[src/rtl/sa_seq_ctrl.sv]
// sa_seq_ctrl: tile-pass sequencer for a ROWSxCOLS systolic array (clear, weight load, stream, drain, done).
// Optional abort input is compiled in when SA_SEQ_CTRL_ABORT_EN is defined.
module sa_seq_ctrl #(
    parameter int ROWS = 8,
    parameter int COLS = 8,
    parameter int CNTW = 16
) (
    input  logic            clk,
    input  logic            rst_n,
    input  logic            start,
    input  logic [CNTW-1:0] k_len,
`ifdef SA_SEQ_CTRL_ABORT_EN
    input  logic            abort,
`endif
    output logic            en_i,
    output logic            clr_i,
    output logic            en_w,
    output logic            clr_w,
    output logic            en_o,
    output logic            clr_o,
    output logic            busy,
    output logic            done
);

    typedef enum logic [2:0] {
        S_IDLE,
        S_CLEAR,
        S_WLOAD,
        S_STREAM,
        S_DRAIN,
        S_DONE
    } state_t;

    localparam logic [CNTW-1:0] WL_LAST = CNTW'(ROWS - 1);
    localparam logic [CNTW-1:0] DR_LAST = CNTW'(ROWS + COLS - 2);
    localparam logic [CNTW-1:0] ONE     = CNTW'(1);

    state_t          state;
    logic [CNTW-1:0] cnt;
    logic [CNTW-1:0] k_lat;
`ifdef SA_SEQ_CTRL_ABORT_EN
    logic            aborting;
`endif

    always_ff @(posedge clk or negedge rst_n) begin
        if (!rst_n) begin
            state <= S_IDLE;
            cnt   <= '0;
            k_lat <= '0;
            en_i  <= 1'b0;
            clr_i <= 1'b0;
            en_w  <= 1'b0;
            clr_w <= 1'b0;
            en_o  <= 1'b0;
            clr_o <= 1'b0;
            busy  <= 1'b0;
            done  <= 1'b0;
`ifdef SA_SEQ_CTRL_ABORT_EN
            aborting <= 1'b0;
`endif
        end else begin
            // Outputs decode the state of the previous cycle, so they trail the state by one clock.
            en_i  <= (state == S_STREAM);
            en_o  <= (state == S_STREAM) || (state == S_DRAIN);
            en_w  <= (state == S_WLOAD);
            clr_i <= (state == S_CLEAR);
            clr_w <= (state == S_CLEAR);
            clr_o <= (state == S_CLEAR);
            busy  <= (state != S_IDLE);
            done  <= (state == S_DONE);

`ifdef SA_SEQ_CTRL_ABORT_EN
            if (abort && (state == S_WLOAD || state == S_STREAM || state == S_DRAIN)) begin
                state    <= S_CLEAR;
                cnt      <= '0;
                aborting <= 1'b1;
            end else
`endif
            begin
                case (state)
                    S_IDLE: begin
                        if (start) begin
                            state <= S_CLEAR;
                            cnt   <= '0;
                            k_lat <= k_len;
                        end
                    end
                    S_CLEAR: begin
`ifdef SA_SEQ_CTRL_ABORT_EN
                        if (aborting) begin
                            state    <= S_IDLE;
                            aborting <= 1'b0;
                        end else
`endif
                        begin
                            state <= S_WLOAD;
                            cnt   <= WL_LAST;
                        end
                    end
                    S_WLOAD: begin
                        if (cnt != '0) begin
                            cnt <= cnt - ONE;
                        end else if (k_lat == '0) begin
                            state <= S_DRAIN;
                            cnt   <= DR_LAST;
                        end else begin
                            state <= S_STREAM;
                            cnt   <= k_lat - ONE;
                        end
                    end
                    S_STREAM: begin
                        if (cnt != '0) begin
                            cnt <= cnt - ONE;
                        end else begin
                            state <= S_DRAIN;
                            cnt   <= DR_LAST;
                        end
                    end
                    S_DRAIN: begin
                        if (cnt != '0) begin
                            cnt <= cnt - ONE;
                        end else begin
                            state <= S_DONE;
                            cnt   <= '0;
                        end
                    end
                    S_DONE:  state <= S_IDLE;
                    default: state <= S_IDLE;
                endcase
            end
        end
    end

endmodule

[config.mk]
export PLATFORM = sky130hd
export DESIGN_NAME = sa_seq_ctrl
export DESIGN_NICKNAME = d
export VERILOG_FILES = /design/src/rtl/sa_seq_ctrl.sv
export SDC_FILE = /design/constraint.sdc
export NUM_CORES = 1
export LEC_CHECK = 0
export BUFFER_PORTS_ARGS = -buffer_cell sky130_fd_sc_hd__buf_2
export CORE_MARGIN = 5
export CORE_UTILIZATION = 63
export DETAILED_ROUTE_END_ITERATION = 7
export PLACE_DENSITY_LB_ADDON = 0.12
export SLEW_MARGIN = 20
export SYNTH_ARGS = -nofsm -noshare
export SYNTH_HDL_FRONTEND = slang
export SYNTH_SLANG_ARGS = --single-unit
export TNS_END_PERCENT = 100
[constraint.sdc]
create_clock -name clk -period 3.9 [get_ports clk]
set_input_delay 0.975 -clock clk [delete_from_list [all_inputs] [get_ports clk]]
set_output_delay 0.975 -clock clk [all_outputs]
set_load 0.005 [all_outputs]
After elaboration in Yosys (flattened, before gate mapping)
Index checks and enable logic that the tools add are counted.
- reduce and logical (&&, ||, !) cells: 9
- eq/ne operators: 9
- multiplexer cells: 12
- add/subtract/negate cells: 2
- operators with widths (kind ; count):
    $mux 16 ; 5
    $pmux 16 s5 ; 1
    $sub 16x1->16 const B ; 2
    $logic_not 16->1 ; 1
    $reduce_bool 16->1 ; 1
    $mux 3 ; 5
    $pmux 3 s5 ; 1
    $ne 2x2->1 const B ; 4
    $eq 3x2->1 const B ; 2
    $eq 3x3->1 const B ; 2
    $reduce_bool 5->1 ; 1
    $reduce_and 2->1 ; 2
    $reduce_and 4->1 ; 1
    $eq 3x1->1 const B ; 1
    $logic_not 3->1 ; 1
    $reduce_bool 3->1 ; 1
    $logic_or 1x1->1 ; 1
- bits in registers: 41
- input port bits: 19
- output and inout bits: 8
- word-level logic and storage cells: 41

Depth between registers and ports, before layout
- depth in word-level cells: 4
- mapped depth: 8

Worst setup path before layout
OpenSTA, ideal clock, no wires.
- path type: register -> register
- from: register k_lat[0]
- to: register cnt[0]
- arrival: 2.239 ns
- library setup time: 0.126 ns
- clock period less this slack: 2.365 ns
- path buffers: 1
- stages on the path, launching flop included: 9
- required time: 3.774 ns
- setup slack: 1.535 ns
- cells stage by stage: dfrtp_1 -> inv_1 -> ha_1 -> or4b_1 -> buf_2 -> or4_4 -> nand2_2 -> o22ai_1 -> a221o_1
- longest elaborated chain between the ends: 4
- elaborated cells on any way between the ends: 5
- those cells by class: 1 x add/sub; 3 x mux; 1 x reduce/logical
- ends and longest elaborated chain (item ; RTL line ; text):
    start, declared ; 40 ; logic [CNTW-1:0] k_lat;
    start signal, assigned ; 85 ; k_lat <= k_len;
    $sub 16x1->16 / $logic_not 16->1 (equally long branches) ; 108, 103 ;
    $mux 16 (*) ; 103 ; end else if (k_lat == '0) begin
    $mux 16 (*) ; 101 ; if (cnt != '0) begin
    $pmux 16 s5 (*) ; 80 ; case (state)
    end signal, assigned ; 102 ; cnt <= cnt - ONE;
    end signal, assigned ; 108 ; cnt <= k_lat - ONE;
    end signal, assigned ; 113 ; cnt <= cnt - ONE;
    end, declared ; 39 ; logic [CNTW-1:0] cnt;
Mark *: on every way between the ends. The rest lies on a longest branch, timed or not.
A chain may end at the register's enable or synchronous reset.

Worst setup path after layout
Same ends and word-level chain as after synthesis.

==> run metrics <==
maximum capacitance violations=0; Routed Wire Length=approximately 5400 µm; Post-Syn Area=~0.0024 mm²; initial antenna violation count=0; Slew @ Worst Pin=1.024 ns; layout cells sized above 1=about 23%; final setup vio count=0; ys flop type=dfrtp_1; Mapped Nets=around 270; CP bufs+invs=1; Arrival @ worst endpoint=between 2 and 3 ns; WP data required=just over 4 ns; nets@finish=295; RSZ-0062 raised after global routing=no; DIE AREA=0.005125 mm²; setup TNS=0 ns; critical-path maximum fanout=9; grt ovf=0; TritonCTS Sinks=just over 40; placed insts=about 320; synth unique cells=60; Yosys warnings=0; clock root buffer master=clkbuf_8; CTS tree=done; Avg WL per Cell=roughly 17 µm; slew margin rel.=a little under a third; slowest stage delay, CP=~0.66 ns; post-synthesis sequential area ratio=a little over two fifths; FP Rows=22; # port buffers=26; vias in the first global route=1,952; outcome=finished clean; post-CTS setup repair buffer count=0; hold_buf cts=0; ys async rst share=100.0%; Iter 0 DRT Violations=222; routed vias/inst=roughly 6.4; leakage=1.155 nW; clock transition at the registers of the reported paths=0.08 ns; Post-Syn Instances=roughly 250; endpoint type of the worst setup path=flop; Clock Skew=between 0.004 and 0.005 ns; final RePlAce weighted congestion=around 1.1; final hold slack=around 0.54 ns; antenna-violating nets left=0; Slowest cell on crit path=or4_4; power per standard cell area=779.6 mW/mm²; FMAX=383.4 MHz; DR vias=~2,100; final worst slack=roughly 1.3 ns; All-Layer GR Usage=23.04%; io pins=27; Finished Core Util=between 70 and 80%; worst-skew pair later-pin latency=~0.29 ns; largest delay contributor family on the critical path=simple AND/OR/NAND/NOR gates; critical-path cell list=inv_1 > ha_1 > or4b_1 > or4_4 > nand2_2 > o22ai_1 > a221o_1; P&R area growth vs syn=10.79%; number of synthesized register bits=~40; syn_area_per_cell=9.483 µm²; crit path kind=reg2reg; fraction of the cycle the final worst path needs=66.88%; fin. max-slew vios=0; first drt pass iteration count=5; Hold WC Path Type=reg2reg; crit start category=flop; largest net degree at the start of global routing=42; Max clock buf depth=2; Post-synth EDFFs=0; Peak VDD IR=394.7 µV; Die W=71.59 µm; first-pass GRT wire length=between 9000 and 10,000 µm; Antenna diodes=0; DRC viols=0; FILL cells=between 200 and 300; Post-Layout Cell Count=323; post-placement worst setup slack=roughly 1.3 ns; total core area=0.003661 mm²; crit path time final=around 2.6 ns; H-tree levels=2; post_cts resized=0; die height=71.59 µm; HPWL after detailed placement=approximately 4000 µm; Initial Util=65.28%; CTS buffer count=5; final hold vios=0
tightest hold or removal path, cell delays in order, from the launching register on:
cell     delay, ns
dfrtp_1       0.39
nand2_1       0.06
nand2_1       0.06
layer usage:
metal	wire, µm	track usage [%]
met2	2431	35.10
met5	0	0
met3	397	5.049
met1	2445	32.67
met4	124	7.724
sequential cells by signal, summed over array words and instances, names as in the netlist:
| name | flops |
|---|---|
| clr_o | 1 |
| k_lat | 16 |
| en_o | 1 |
| cnt | 16 |
| done | 1 |
| en_i | 1 |
| busy | 1 |
| en_w | 1 |
| state | 3 |
per-stage QoR:
stage | total power [mW] | area (µm²)
finish | 2.064 | 2648
CTS | 2.056 | 2648
detailed placement | 1.698 | 2531
global route | 2.230 | 2648
global placement | 1.683 | 2531
floorplan | 1.465 | 2390
power by group:
part           internal [mW]  switching [mW]
registers              0.612           0.241
logic                  0.398           0.461
clock network          0.209           0.144
cells in the mapped netlist (6+ instances only):
library cell | number | area, µm²
nand2_1 | 22 | 82.58
mux2_2 | 13 | 146.4
nor3_1 | 10 | 50.05
or3_1 | 6 | 37.54
nor2_1 | 16 | 60.06
o21ai_0 | 14 | 70.07
dfrtp_1 | 41 | 1026
nor4_1 | 9 | 56.30
a21oi_1 | 9 | 45.04
clkbuf_1 | 7 | 26.28
inv_1 | 11 | 41.29
area by class of cell:
type / instances / area, µm² / share of cell area, %
multi-input combinational: 188 / 1266 / 47.83
sequential: 41 / 1026 / 38.75
timing repair buffer: 27 / 137.6 / 5.198
clock buffer: 7 / 86.33 / 3.261
tap: 48 / 60.06 / 2.268
inverter: 11 / 41.29 / 1.560
clock inverter: 1 / 30.03 / 1.134
cells by family after synthesis:
| group | Yosys count | synth area share (%) |
|---|---|---|
| AO/OA/AOI/OAI | 61 | 17.70 |
| XOR/XNOR | 9 | 3.298 |
| adder cells (fa/ha/maj) | 2 | 1.047 |
| buffers and inverters | 23 | 4.084 |
| flip-flops | 41 | 42.93 |
| multiplexers | 14 | 6.545 |
| AND/OR/NAND/NOR | 102 | 24.40 |
cell usage in the layout (no fill, tap or decap), types with 6 or more instances in the layout:
cell	n
clkbuf_8	6
nor2_1	16
a21oi_1	9
nand2_1	22
mux2_2	13
or3_1	6
buf_2	26
inv_1	11
dfrtp_1	41
nor4_1	9
nor3_1	10
o21ai_0	14
worst paths after layout:
check                                     startpoint  depth (start not counted)                    to  slack, ns
worst max-delay path            k_lat[0]$_DFFE_PN0P_                          7    cnt[0]$_DFFE_PN0P_       1.29
worst min-delay path             cnt[12]$_DFFE_PN0P_                          2   cnt[12]$_DFFE_PN0P_       0.54
worst max register to register  k_lat[0]$_DFFE_PN0P_                          7    cnt[0]$_DFFE_PN0P_       1.29
worst min register to register   cnt[12]$_DFFE_PN0P_                          2   cnt[12]$_DFFE_PN0P_       0.54
max in group asynchronous                      rst_n                          1    cnt[9]$_DFFE_PN0P_       2.54
min in group asynchronous                      rst_n                          1  k_lat[7]$_DFFE_PN0P_       0.81
(Power assumes the default switching activity.)
